===== src/rtl/remind_alarm.sv =====
// remind_alarm: reminder alert controller with debounced ack/snooze buttons,
// escalation after an unanswered alert, and a saturating escalation counter.
//   clk          - system clock, rising edge
//   reset        - asynchronous active-high reset
//   remind       - reminder level from upstream timer (rising edge starts alert)
//   ack_n        - raw active-low acknowledge button
//   snooze_n     - raw active-low snooze button
//   buzzer       - piezo drive
//   led          - alert indicator
//   alert_active - high whenever the controller is not idle
//   missed_count - number of escalations, saturating at 15
module remind_alarm #(
    parameter int unsigned TICK_DIV   = 50_000_000,
    parameter int unsigned BEEP_DIV   = 25_000,
    parameter int unsigned DEB_CYCLES = 1_000_000,
    parameter int unsigned ESC_SEC    = 60,
    parameter int unsigned SNOOZE_SEC = 300
) (
    input  logic       clk,
    input  logic       reset,
    input  logic       remind,
    input  logic       ack_n,
    input  logic       snooze_n,
    output logic       buzzer,
    output logic       led,
    output logic       alert_active,
    output logic [3:0] missed_count
);

    localparam int unsigned TW      = (TICK_DIV > 1)   ? $clog2(TICK_DIV)   : 1;
    localparam int unsigned BW      = (BEEP_DIV > 1)   ? $clog2(BEEP_DIV)   : 1;
    localparam int unsigned DW      = (DEB_CYCLES > 1) ? $clog2(DEB_CYCLES) : 1;
    localparam int unsigned SEC_MAX = (ESC_SEC > SNOOZE_SEC) ? ESC_SEC : SNOOZE_SEC;
    localparam int unsigned SW      = $clog2(SEC_MAX + 1);

    localparam logic [1:0] ST_IDLE     = 2'd0;
    localparam logic [1:0] ST_ALERT    = 2'd1;
    localparam logic [1:0] ST_SNOOZE   = 2'd2;
    localparam logic [1:0] ST_ESCALATE = 2'd3;

    // Button bit 0 is ack, bit 1 is snooze.
    logic [1:0]         sync1_q, sync2_q;
    logic [1:0]         deb_q, deb_d;
    logic [1:0]         press_q, press_d;
    logic [1:0][DW-1:0] deb_cnt_q, deb_cnt_d;

    logic               remind_q;
    logic [1:0]         state_q, state_d;
    logic [TW-1:0]      tick_cnt_q, tick_cnt_d;
    logic [SW-1:0]      sec_q, sec_d;
    logic [BW-1:0]      beep_cnt_q, beep_cnt_d;
    logic               tone_q, tone_d;
    logic               beat_q, beat_d;
    logic [3:0]         missed_q, missed_d;
    logic               buzzer_q, buzzer_d;
    logic               led_q, led_d;
    logic               active_q, active_d;

    logic ack_ev, snz_ev, rem_ev, tick, esc_due, snz_due, moved;

    assign ack_ev  = press_q[0];
    assign snz_ev  = press_q[1];
    assign rem_ev  = remind & ~remind_q;
    assign tick    = (tick_cnt_q == TW'(TICK_DIV - 1));
    // Timeouts fire on the tick that brings the second counter to its limit.
    assign esc_due = tick && (sec_q == SW'(ESC_SEC - 1));
    assign snz_due = tick && (sec_q == SW'(SNOOZE_SEC - 1));

    // Debouncers: accept a new level after DEB_CYCLES differing samples in a row.
    always_comb begin
        deb_d     = deb_q;
        deb_cnt_d = deb_cnt_q;
        press_d   = 2'b00;
        for (int i = 0; i < 2; i++) begin
            if (sync2_q[i] == deb_q[i]) begin
                deb_cnt_d[i] = '0;
            end else if (deb_cnt_q[i] == DW'(DEB_CYCLES - 1)) begin
                deb_d[i]     = sync2_q[i];
                deb_cnt_d[i] = '0;
                press_d[i]   = ~sync2_q[i];
            end else begin
                deb_cnt_d[i] = deb_cnt_q[i] + DW'(1);
            end
        end
    end

    // Next-state logic; ack beats snooze beats timeout.
    always_comb begin
        state_d  = state_q;
        missed_d = missed_q;
        case (state_q)
            ST_IDLE: begin
                if (rem_ev) state_d = ST_ALERT;
            end
            ST_ALERT: begin
                if (ack_ev) begin
                    state_d = ST_IDLE;
                end else if (snz_ev) begin
                    state_d = ST_SNOOZE;
                end else if (esc_due) begin
                    state_d = ST_ESCALATE;
                    if (missed_q != 4'd15) missed_d = missed_q + 4'd1;
                end
            end
            ST_SNOOZE: begin
                if (ack_ev)       state_d = ST_IDLE;
                else if (snz_due) state_d = ST_ALERT;
            end
            ST_ESCALATE: begin
                if (ack_ev)      state_d = ST_IDLE;
                else if (snz_ev) state_d = ST_SNOOZE;
            end
            default: state_d = ST_IDLE;
        endcase
    end

    // Timebase: tick/second/beat restart on every state change, tone free-runs.
    always_comb begin
        moved      = (state_d != state_q);
        tick_cnt_d = tick_cnt_q + TW'(1);
        sec_d      = sec_q;
        beat_d     = beat_q;
        beep_cnt_d = beep_cnt_q + BW'(1);
        tone_d     = tone_q;
        if (tick) begin
            tick_cnt_d = '0;
            sec_d      = sec_q + SW'(1);
            beat_d     = ~beat_q;
        end
        if (moved) begin
            tick_cnt_d = '0;
            sec_d      = '0;
            beat_d     = 1'b1;
        end
        if (beep_cnt_q == BW'(BEEP_DIV - 1)) begin
            beep_cnt_d = '0;
            tone_d     = ~tone_q;
        end
    end

    // Output decode from next-cycle state so the registered outputs track state_q.
    always_comb begin
        buzzer_d = 1'b0;
        led_d    = 1'b0;
        active_d = (state_d != ST_IDLE);
        case (state_d)
            ST_ALERT: begin
                led_d    = 1'b1;
                buzzer_d = tone_d & beat_d;
            end
            ST_SNOOZE: begin
                led_d    = beat_d;
            end
            ST_ESCALATE: begin
                led_d    = 1'b1;
                buzzer_d = tone_d;
            end
            default: begin
                led_d    = 1'b0;
                buzzer_d = 1'b0;
            end
        endcase
    end

    // State registers; buttons reset to the released level.
    always_ff @(posedge clk or posedge reset) begin
        if (reset) begin
            sync1_q    <= 2'b11;
            sync2_q    <= 2'b11;
            deb_q      <= 2'b11;
            deb_cnt_q  <= '0;
            press_q    <= 2'b00;
            remind_q   <= 1'b0;
            state_q    <= ST_IDLE;
            tick_cnt_q <= '0;
            sec_q      <= '0;
            beep_cnt_q <= '0;
            tone_q     <= 1'b0;
            beat_q     <= 1'b0;
            missed_q   <= 4'd0;
            buzzer_q   <= 1'b0;
            led_q      <= 1'b0;
            active_q   <= 1'b0;
        end else begin
            sync1_q    <= {snooze_n, ack_n};
            sync2_q    <= sync1_q;
            deb_q      <= deb_d;
            deb_cnt_q  <= deb_cnt_d;
            press_q    <= press_d;
            remind_q   <= remind;
            state_q    <= state_d;
            tick_cnt_q <= tick_cnt_d;
            sec_q      <= sec_d;
            beep_cnt_q <= beep_cnt_d;
            tone_q     <= tone_d;
            beat_q     <= beat_d;
            missed_q   <= missed_d;
            buzzer_q   <= buzzer_d;
            led_q      <= led_d;
            active_q   <= active_d;
        end
    end

    assign buzzer       = buzzer_q;
    assign led          = led_q;
    assign alert_active = active_q;
    assign missed_count = missed_q;

endmodule


===== config.mk =====
export PLATFORM = sky130hd
export DESIGN_NAME = remind_alarm
export DESIGN_NICKNAME = d
export VERILOG_FILES = /design/src/rtl/remind_alarm.sv
export SDC_FILE = /design/constraint.sdc
export NUM_CORES = 1
export LEC_CHECK = 0
export ABC_CLOCK_PERIOD_IN_PS = 6800
export BUFFER_PORTS_ARGS = -buffer_cell sky130_fd_sc_hd__buf_2
export CORE_AREA = 2 2 118 120
export DETAILED_ROUTE_END_ITERATION = 6
export DIE_AREA = 0 0 120 122
export GPL_ROUTABILITY_DRIVEN = 0
export PLACE_DENSITY = 0.52
export SYNTH_ARGS = -nofsm -noshare
export SYNTH_HDL_FRONTEND = slang
export SYNTH_SLANG_ARGS = --single-unit

===== constraint.sdc =====
create_clock -name clk -period 6.8 [get_ports clk]
set_clock_uncertainty 0.1 [all_clocks]
set_input_delay 1.36 -clock clk [delete_from_list [all_inputs] [get_ports clk]]
set_output_delay 1.36 -clock clk [all_outputs]
set_load 0.03 [all_outputs]

==> flow_summary.rst, run 1 <==
.. list-table::
   :header-rows: 1

   * - Metric
     - Value
   * - Status
     - complete, no violations
   * - Instance area at placement
     - 5520 µm²
   * - Type of the worst min-delay path
     - reg2reg
   * - Fill cell instance count of the final layout
     - 1265
   * - Hold-critical path depth
     - 0
   * - Chip height
     - 122 µm
   * - Avg Cell Area, Syn
     - 10.3 µm²
   * - Number of top-level pins
     - 12
   * - Hold path startpoint
     - sync1_q[0]$_DFF_PP1_
   * - Combinational family with the most area after synthesis
     - simple AND/OR/NAND/NOR gates
   * - TritonCTS Sinks
     - 110
   * - Worst-case headroom to the max-slew limit
     - 0.418
   * - Register cell area after layout
     - 2760 µm²
   * - Synth async-reset ratio
     - 1.00
   * - Fin crit share
     - 0.402
   * - Startpoint Class
     - flip-flop
   * - Die W
     - 120 µm
   * - Global-route wire length before repair
     - 17300 µm
   * - Root Buffer
     - clkbuf_16
   * - Number of vias per cell after detailed routing
     - 5.10
   * - Final number of max-transition violations
     - 0
   * - Xor and xnor area share after synthesis
     - 0.140
   * - Share of post-route cells with drive strength above 1
     - 0.0847
   * - CTS H-tree depth
     - 3
   * - Number of nets in the finished design
     - 537
   * - Total area of multi-input combinational cells
     - 2400 µm²
   * - Number of antenna violations at the first check in global routing
     - 0
   * - Post-synth EDFFs
     - 0
   * - Crit Path Class
     - reg2reg
   * - Final setup TNS
     - 0 ps
   * - Fin crit period
     - 2740 ps
   * - Clock buffer depth
     - 2
   * - Final instance area
     - 5820 µm²
   * - Warning count from the yosys run
     - 0
   * - Placed insts
     - 695
   * - Number of design rule violations left after detail routing
     - 0
   * - Unrepaired setup endpoints after global routing
     - false
   * - Effective utilization at floorplan
     - 0.390
   * - Total nets after synthesis
     - 522
   * - Via total after detailed routing
     - 3624
   * - Maximum number of pins on one net before global-route repair
     - 60
   * - CTS Buf Count
     - 9
   * - Number of DRC markers in iteration 0
     - 204
   * - Via count of the first global-routing pass
     - 3604
   * - Adder-cell area share of the yosys netlist
     - 0.0143
   * - Total track usage
     - 0.148
   * - Total Routed Length
     - 9940 µm
   * - Clock transition time at the flip-flop clock pins of the worst setup and hold paths
     - 70 ps
   * - Number of endpoints with negative hold slack in the final report
     - 0
   * - Dominant register cell in the synthesized netlist
     - dfrtp_1
   * - Slew at the pin closest to its max-slew limit
     - 865 ps
   * - Synthesized-area fraction occupied by and/or/nand/nor cells
     - 0.262
   * - Final Instance Count excl. Fillers
     - 711
   * - Buffers inserted by post-CTS timing repair
     - 0
   * - Core region area
     - 13500 µm²
   * - Standard-cell row count
     - 43
   * - Number of nets still failing antenna checks after routing
     - 0
   * - Post-synth design cell area
     - 5270 µm²
   * - Post-layout utilization of the core
     - 0.431
   * - Global route total overflow
     - 0
   * - CP Max Fanout
     - 19
   * - Synth Instances
     - 511
   * - Number of storage elements in the synthesis netlist
     - 110
   * - Die outline area
     - 14600 µm²
   * - Critical path required time
     - 6910 ps
   * - Max Cap Viol
     - 0
   * - TritonCTS clock tree
     - built
   * - Synth cell types
     - 49
   * - Layout overhead on the synthesized area
     - 10.5%
   * - First-pass detailed-route iteration total
     - 4
   * - Critical Path Source
     - tick_cnt_q[0]$_DFF_PP0_
   * - Count of hold buffers inserted by post-cts repair
     - 0
   * - Worst reg2reg startpoint
     - tick_cnt_q[0]$_DFF_PP0_
   * - Lkg Pwr
     - 0.00248 µW
   * - Kind of capture point of the worst setup path
     - flip-flop
   * - Highest achievable clock rate
     - 366 MHz
   * - Number of antenna diodes
     - 0
   * - Post-synthesis compound-gate area fraction
     - 0.0323
   * - Routed wirelength normalized by instance count
     - 14.0 µm
   * - Largest vdd supply drop
     - 0.0000985 V
   * - Quantity of I/O buffers inserted on ports
     - 11
   * - DP HPWL
     - 6610 µm
   * - Smallest hold slack
     - 259 ps
   * - Final-report setup violation count
     - 0
   * - Cell depth of the worst flop-to-flop path
     - 6
   * - CTS-repair resized insts
     - 0
   * - Total power per unit cell area
     - 210 nW/µm²
   * - Arrival time at the worst endpoint
     - 2840 ps
   * - Sequential share of the synthesized area
     - 0.524
   * - Later-pin clock latency in the skew report
     - 350 ps
   * - Mux share of post-synthesis cell area
     - 0.00831
==> per-stage QoR <==
| step | setup slack, ps | power [µW] |
|---|---|---|
| finish | 4060 | 1220 |
| global route | 3870 | 1270 |
| CTS | 4040 | 1240 |
| detailed placement | 3920 | 700 |
| global placement | 3930 | 700 |
| floorplan | 2450 | 691 |
==> power by group <==
group	switching, µW	internal, µW
sequential	3.77	659
combinational	18.5	4.47
clock	230	306
total	253	970
==> sequential cells by signal (all words and copies together), names as in the netlist <==
name,cells
sec_q,9
tick_cnt_q,26
led,1
press_q,2
buzzer,1
alert_active,1
sync2_q,2
sync1_q,2
deb_cnt_q,40
beep_cnt_q,15
beat_q,1
missed_count,4
tone_q,1
remind_q,1
deb_q,2
state_q,2
==> worst paths after layout <==
kind / endpoint / slack (ps)
worst max-delay path: tick_cnt_q[9]$_DFF_PP0_ / 4060
min in group asynchronous: deb_cnt_q[36]$_DFF_PP0_ / 1010
max in group asynchronous: tick_cnt_q[22]$_DFF_PP0_ / 4400
worst min register to register: sync2_q[0]$_DFF_PP1_ / 260
worst max register to register: tick_cnt_q[9]$_DFF_PP0_ / 4060
worst min-delay path: sync2_q[0]$_DFF_PP1_ / 260
==> layout make-up <==
class / instances / share of cell area
timing repair buffer: 13 / 0.0120
sequential: 110 / 0.474
clock inverter: 3 / 0.00752
tap: 180 / 0.0387
clock buffer: 13 / 0.0447
multi-input combinational: 377 / 0.413
inverter: 15 / 0.0101
==> cells by family (layout without fill, tap and decap cells) <==
| logic type | count (synthesis) | in the layout |
|---|---|---|
| muxes | 4 | 4 |
| xor gates and xnor gates | 84 | 84 |
| AOI/OAI and AO/OA | 21 | 21 |
| and+or+nand+nor | 262 | 262 |
| DFF | 110 | 110 |
| adders and majority gates | 6 | 6 |
| buffers and inverters | 24 | 44 |
==> critical path, stage by stage (launching register included) <==
cell and delay (ps):
dfrtp_1 390, ha_1 230, nand3_2 140, nor4_4 520
or3b_1 530, a22oi_4 540, nor3_1 120
==> cells in the final DEF (no fill, tap or decap), types with 3 or more instances in the layout <==
cell type    n
nor2_1      82
nor4_1      11
nor3_1      28
and4_1       8
xor2_1      34
and3_1      14
a21oi_1      4
nand4b_1     3
o21ai_0      6
buf_2       11
ha_1         6
nand2_1     26
nand3_1     34
or3_1        5
dfstp_2      6
inv_1       14
mux2_2       3
dfrtp_1    104
nand4_1     23
xnor2_1     50
clkbuf_16    9
nor4b_1      3
nor3b_1      3
and2_1       6
==> cells in the mapped netlist (4+ instances only) <==
master / n / share of area
a21oi_1: 4 / 0.0038
and2_1: 6 / 0.0071
and3_1: 14 / 0.017
and4_1: 8 / 0.013
clkbuf_1: 5 / 0.0036
dfrtp_1: 104 / 0.49
dfstp_2: 6 / 0.030
ha_1: 6 / 0.014
inv_1: 15 / 0.011
nand2_1: 26 / 0.019
nand3_1: 34 / 0.032
nand4_1: 23 / 0.027
nor2_1: 82 / 0.058
nor3_1: 28 / 0.027
nor4_1: 11 / 0.013
o21ai_0: 6 / 0.0057
or3_1: 5 / 0.0059
xnor2_1: 50 / 0.083
xor2_1: 34 / 0.057
==> layer usage <==
| layer | global-route usage | up-vias | routed length [µm] |
|---|---|---|---|
| li1 | - | 1800 | - |
| met1 | 0.202 | 1756 | 5020 |
| met2 | 0.229 | 58 | 4480 |
| met3 | 0.0346 | 10 | 306 |
| met4 | 0.0596 | 0 | 133 |
| met5 | 0 | - | 0 |
Note: power is estimated with default switching activity, not from simulation.
==> inputs of run 2 (changes only) <==
--- a/config.mk
+++ b/config.mk
@@ -5,13 +5,13 @@
 export SDC_FILE = /design/constraint.sdc
 export NUM_CORES = 1
 export LEC_CHECK = 0
-export ABC_CLOCK_PERIOD_IN_PS = 6800
+export ABC_CLOCK_PERIOD_IN_PS = 2300
 export BUFFER_PORTS_ARGS = -buffer_cell sky130_fd_sc_hd__buf_2
 export CORE_AREA = 2 2 118 120
 export DETAILED_ROUTE_END_ITERATION = 6
 export DIE_AREA = 0 0 120 122
 export GPL_ROUTABILITY_DRIVEN = 0
-export PLACE_DENSITY = 0.52
+export PLACE_DENSITY = 0.54
 export SYNTH_ARGS = -nofsm -noshare
 export SYNTH_HDL_FRONTEND = slang
 export SYNTH_SLANG_ARGS = --single-unit
==> constraint.sdc (replaced) <==
create_clock -name clk -period 2.3 [get_ports clk]
set_clock_uncertainty 0.1 [all_clocks]
set_input_delay 0.46 -clock clk [delete_from_list [all_inputs] [get_ports clk]]
set_output_delay 0.46 -clock clk [all_outputs]
set_load 0.03 [all_outputs]
==> flow_summary.rst, run 2 (synthesis results as in run 1) <==
.. list-table::
   :header-rows: 1

   * - Metric
     - Value
   * - Worst reg2reg startpoint
     - tick_cnt_q[0]$_DFF_PP0_
   * - CTS-repair resized insts
     - 0
   * - Later-pin clock latency in the skew report
     - 360 ps
   * - Die W
     - 120 µm
   * - Via count of the first global-routing pass
     - 3724
   * - Clock buffer depth
     - 2
   * - Number of top-level pins
     - 12
   * - Number of DRC markers in iteration 0
     - 211
   * - Global-route wire length before repair
     - 18000 µm
   * - Type of the worst min-delay path
     - in2async
   * - Final number of max-transition violations
     - 0
   * - CTS Buf Count
     - 9
   * - Quantity of I/O buffers inserted on ports
     - 11
   * - Total track usage
     - 0.155
   * - Lkg Pwr
     - 0.00263 µW
   * - Number of nets still failing antenna checks after routing
     - 0
   * - Slew at the pin closest to its max-slew limit
     - 534 ps
   * - Share of post-route cells with drive strength above 1
     - 0.155
   * - Total power per unit cell area
     - 578 nW/µm²
   * - Root Buffer
     - clkbuf_16
   * - Smallest hold slack
     - 42.9 ps
   * - Instance area at placement
     - 5810 µm²
   * - R2R setup slack
     - 80 ps
   * - Count of hold buffers inserted by post-cts repair
     - 0
   * - Number of vias per cell after detailed routing
     - 5.07
   * - Status
     - complete, no violations
   * - Delay of the slowest cell on the worst path
     - 470 ps
   * - Total power after layout
     - 3530 µW
   * - First-pass detailed-route iteration total
     - 4
   * - Arrival time at the worst endpoint
     - 2360 ps
   * - Final setup TNS
     - 0 ps
   * - Biggest registers after layout
     - deb_cnt_q: 40 flops, tick_cnt_q: 26 flops, beep_cnt_q: 15 flops
   * - Buffers inserted by post-CTS timing repair
     - 0
   * - Layout overhead on the synthesized area
     - 16.0%
   * - Startpoint Class
     - flip-flop
   * - Sequential share of power
     - 0.555
   * - TritonCTS Sinks
     - 110
   * - Max Cap Viol
     - 0
   * - Number of nets in the finished design
     - 561
   * - Largest register by flop count
     - deb_cnt_q
   * - Largest vdd supply drop
     - 0.000424 V
   * - Kind of capture point of the worst setup path
     - flip-flop
   * - Worst-case headroom to the max-slew limit
     - 0.643
   * - Slowest library cell on the worst path
     - or3b_4
   * - Commonest cells after routing, fill and taps aside
     - 104 x dfrtp_1, 82 x nor2_1, 50 x xnor2_1
   * - Cell depth of the worst flop-to-flop path
     - 6
   * - Core region area
     - 13500 µm²
   * - Number of antenna diodes
     - 0
   * - Effective utilization at floorplan
     - 0.390
   * - Switching power summed over all nets
     - 809 µW
   * - Global route total overflow
     - 0
   * - Clock transition time at the flip-flop clock pins of the worst setup and hold paths
     - 70 ps
   * - Number of buffer and inverter stages on the critical path
     - 0
   * - Die outline area
     - 14600 µm²
   * - Routed wirelength normalized by instance count
     - 14.1 µm
   * - End of the worst register-to-register path
     - alert_active$_DFF_PP0_
   * - Cell-internal power
     - 2720 µW
   * - Share of total power consumed by net switching
     - 0.229
   * - Total Routed Length
     - 10300 µm
   * - Commonest non-fill, non-tap cell in the layout
     - dfrtp_1
   * - Kind of cell adding the most delay to the critical path
     - simple AND/OR/NAND/NOR gates
   * - Final-report setup violation count
     - 0
   * - Fin crit period
     - 2220 ps
   * - Fin crit share
     - 0.963
   * - Maximum number of pins on one net before global-route repair
     - 33
   * - DP HPWL
     - 7230 µm
   * - Via total after detailed routing
     - 3725
   * - Number of design rule violations left after detail routing
     - 0
   * - Unrepaired setup endpoints after global routing
     - true
   * - Highest achievable clock rate
     - 451 MHz
   * - Placed insts
     - 719
   * - Standard-cell row count
     - 43
   * - Flip-flop count of the largest register after layout
     - 40
   * - Final Instance Count excl. Fillers
     - 735
   * - Crit Path Class
     - reg2reg
   * - Number of antenna violations at the first check in global routing
     - 0
   * - CTS H-tree depth
     - 3
   * - Chip height
     - 122 µm
   * - TritonCTS clock tree
     - built
   * - Clock power frac
     - 0.422
   * - Critical path required time
     - 2440 ps
   * - Cells along the critical path
     - ha_2 > nand3_2 > nor4_4 > or3b_4 > a211o_1 > or2_1
   * - CP Max Fanout
     - 4
   * - Number of endpoints with negative hold slack in the final report
     - 0
   * - Share of total power in combinational logic
     - 0.023
   * - Final instance area
     - 6110 µm²
==> run 2: layout make-up <==
| type | instances | area, µm² |
|---|---|---|
| repair buffers | 37 | 313 |
| well taps | 180 | 225 |
| fillers | 1283 | 7390 |
| flip-flops and latches | 110 | 2760 |
| inverters | 15 | 60.1 |
| clock inverters | 7 | 57.6 |
| clock buffers | 9 | 225 |
| multi-input cells | 377 | 2470 |
==> run 2: worst max-delay path by stage <==
stage / start / end / depth (start not counted) / slack [ps]
after floorplan: tick_cnt_q[0]$_DFF_PP0_ / sec_q[0]$_DFFE_PP0P_ / 8 / -40
after global placement: tick_cnt_q[0]$_DFF_PP0_ / alert_active$_DFF_PP0_ / 6 / 60
after detailed placement: tick_cnt_q[0]$_DFF_PP0_ / alert_active$_DFF_PP0_ / 6 / 20
after CTS: tick_cnt_q[0]$_DFF_PP0_ / alert_active$_DFF_PP0_ / 6 / 7
after global routing: tick_cnt_q[0]$_DFF_PP0_ / alert_active$_DFF_PP0_ / 6 / -30
final: tick_cnt_q[0]$_DFF_PP0_ / alert_active$_DFF_PP0_ / 6 / 80
==> run 2: power groups by stage <==
stage                     Sequential [µW]  Combinational (µW)  Clock (µW)
after CTS                            1960                86.2        1560
after global routing                 1960                96.0        1640
after floorplan                      1990                50.0           0
after detailed placement             2000                85.9           0
after global placement               2000                84.2           0
final                                1960                80.7        1490
==> run 2: per-stage QoR <==
stage          worst slack (ps)   util
3_5_place_dp               18.5  0.431
6_report                   84.9  0.453
5_1_grt                   -28.5  0.453
3_3_place_gp               60.3  0.431
2_1_floorplan             -35.2      -
4_1_cts                    6.96  0.451
==> run 2: metal layers <==
layer | track usage | share of wire | vias up
met3 | 0.0468 | 0.037 | 7
met2 | 0.243 | 0.47 | 46
met4 | 0.0419 | 0.010 | 0
met5 | 0 | 0 | -
met1 | 0.210 | 0.48 | 1827
li1 | - | - | 1845
==> run 2: worst reg2reg max path, stage by stage, from the launching register on <==
cell and delay (ps):
dfrtp_1 380, ha_2 200, nand3_2 120, nor4_4 300, or3b_4 470, a211o_1 310, or2_1 220
==> inputs of run 3 (changes only) <==
--- a/config.mk
+++ b/config.mk
@@ -6,7 +6,7 @@
 export NUM_CORES = 1
 export LEC_CHECK = 0
 export ABC_CLOCK_PERIOD_IN_PS = 2300
-export BUFFER_PORTS_ARGS = -buffer_cell sky130_fd_sc_hd__buf_2
+export BUFFER_PORTS_ARGS = -buffer_cell sky130_fd_sc_hd__buf_4
 export CORE_AREA = 2 2 118 120
 export DETAILED_ROUTE_END_ITERATION = 6
 export DIE_AREA = 0 0 120 122
==> flow_summary.rst, run 3 (synthesis results as in run 1) <==
.. list-table::
   :header-rows: 1

   * - Metric
     - Value
   * - CTS Buf Count
     - 9
   * - Later-pin clock latency in the skew report
     - 360 ps
   * - Critical path required time
     - 2440 ps
   * - Lkg Pwr
     - 0.00263 µW
   * - Final Instance Count excl. Fillers
     - 736
   * - TritonCTS Sinks
     - 110
   * - Chip height
     - 122 µm
   * - Total power per unit cell area
     - 576 nW/µm²
   * - DP HPWL
     - 7120 µm
   * - CTS H-tree depth
     - 3
   * - Fin crit share
     - 0.952
   * - Commonest cells after routing, fill and taps aside
     - 104 x dfrtp_1, 82 x nor2_1, 50 x xnor2_1
   * - Highest achievable clock rate
     - 457 MHz
   * - Total power after layout
     - 3530 µW
   * - TritonCTS clock tree
     - built
   * - Startpoint Class
     - flip-flop
   * - Type of the worst min-delay path
     - in2reg
   * - Worst min-delay path endpoint
     - sync1_q[1]$_DFF_PP1_
   * - Largest vdd supply drop
     - 0.000344 V
   * - Standard-cell row count
     - 43
   * - Final setup TNS
     - 0 ps
   * - Hold-critical path depth
     - 1
   * - Status
     - complete, no violations
   * - Via count of the first global-routing pass
     - 3684
   * - Number of design rule violations left after detail routing
     - 0
   * - Cell depth of the worst flop-to-flop path
     - 6
   * - Placed insts
     - 718
   * - Kind of capture point of the worst setup path
     - flip-flop
   * - Flip-flop count of the largest register after layout
     - 40
   * - Number of endpoints with negative hold slack in the final report
     - 0
   * - Routed wirelength normalized by instance count
     - 13.9 µm
   * - Number of DRC markers in iteration 0
     - 206
   * - Largest register by flop count
     - deb_cnt_q
   * - Total Routed Length
     - 10200 µm
   * - Worst-case headroom to the max-slew limit
     - 0.678
   * - CP Max Fanout
     - 4
   * - Slew at the pin closest to its max-slew limit
     - 478 ps
   * - Clock transition time at the flip-flop clock pins of the worst setup and hold paths
     - 70 ps
   * - Via total after detailed routing
     - 3742
   * - Max Cap Viol
     - 0
   * - Die outline area
     - 14600 µm²
   * - Global route total overflow
     - 0
   * - Root Buffer
     - clkbuf_16
   * - Core region area
     - 13500 µm²
   * - Final-report setup violation count
     - 0
   * - R2R setup slack
     - 110 ps
   * - End of the worst register-to-register path
     - alert_active$_DFF_PP0_
   * - Number of antenna violations at the first check in global routing
     - 0
   * - Quantity of I/O buffers inserted on ports
     - 11
   * - Layout overhead on the synthesized area
     - 16.5%
   * - Number of antenna diodes
     - 0
   * - Hold path startpoint
     - snooze_n
   * - Unrepaired setup endpoints after global routing
     - false
   * - Global-route wire length before repair
     - 17800 µm
   * - Die W
     - 120 µm
   * - Number of nets still failing antenna checks after routing
     - 0
   * - Arrival time at the worst endpoint
     - 2330 ps
   * - Total track usage
     - 0.153
   * - Fill cell instance count of the final layout
     - 1252
   * - Clock buffer depth
     - 2
   * - Maximum number of pins on one net before global-route repair
     - 59
   * - Fin crit period
     - 2190 ps
   * - Crit Path Class
     - reg2reg
   * - Effective utilization at floorplan
     - 0.390
   * - Share of post-route cells with drive strength above 1
     - 0.149
   * - Number of nets in the finished design
     - 562
   * - Number of top-level pins
     - 12
   * - First-pass detailed-route iteration total
     - 4
   * - Biggest registers after layout
     - deb_cnt_q: 40 flops, tick_cnt_q: 26 flops, beep_cnt_q: 15 flops
   * - Final instance area
     - 6130 µm²
   * - Commonest non-fill, non-tap cell in the layout
     - dfrtp_1
   * - Final number of max-transition violations
     - 0
   * - Number of vias per cell after detailed routing
     - 5.08
   * - Worst reg2reg startpoint
     - tick_cnt_q[1]$_DFF_PP0_
   * - Instance area at placement
     - 5820 µm²
run 3: final cells by class:
cell class	count	area [µm²]	share of cell area
well taps	180	225	0.0367
clock inverters	7	57.6	0.00938
clock buffers	9	225	0.0367
inverters	15	60.1	0.00979
multi-input cells	377	2470	0.402
flip-flops and latches	110	2760	0.450
repair buffers	38	338	0.0551
run 3: how the worst max path moves through the flow:
stage / start / end / slack [ps] / cells past startpoint
global route: tick_cnt_q[1]$_DFF_PP0_ / sec_q[5]$_DFFE_PP0P_ / 9 / 6
detailed placement: tick_cnt_q[10]$_DFF_PP0_ / alert_active$_DFF_PP0_ / 30 / 5
floorplan: tick_cnt_q[0]$_DFF_PP0_ / sec_q[0]$_DFFE_PP0P_ / -40 / 8
CTS: tick_cnt_q[10]$_DFF_PP0_ / alert_active$_DFF_PP0_ / 7 / 5
finish: tick_cnt_q[1]$_DFF_PP0_ / alert_active$_DFF_PP0_ / 110 / 6
global placement: tick_cnt_q[1]$_DFF_PP0_ / alert_active$_DFF_PP0_ / 80 / 6
run 3: metal layers:
layer / vias up / GRT usage / part of all wire
met5: - / 0 / 0
met4: 0 / 0.0581 / 0.017
met3: 12 / 0.0384 / 0.027
met2: 34 / 0.239 / 0.47
met1: 1844 / 0.205 / 0.49
li1: 1852 / - / -
run 3: per-stage QoR:
stage	utilization	setup WS [ps]	hold slack [ps]
global placement	0.431	81.2	253
floorplan	-	-35.2	245
detailed placement	0.431	25.5	253
global route	0.454	8.97	92.6
finish	0.454	111	106
CTS	0.453	6.91	90.8
run 3: repair_timing:
item / in CTS / in global routing
gates resized for setup: 0 / 2
buffers inserted: 0 / 1
endpoints found under the hold margin: 11 / 0
hold buffers: 1 / 0
setup endpoints to repair: 0 / 14
run 3: critical path: stages, from the launching register on:
cell and delay [ps]:
dfrtp_1 410, ha_4 170, nand3_2 120, nor4_4 290
or3b_4 460, a211o_1 320, or2_1 220
run 3: power breakdown:
| part | leakage, µW | switching (µW) | internal [µW] |
|---|---|---|---|
| Combinational | 0.00104 | 57.5 | 24.6 |
| Clock | 0.000128 | 744 | 748 |
| Sequential | 0.00146 | 11.8 | 1950 |
| Total | 0.00263 | 813 | 2720 |
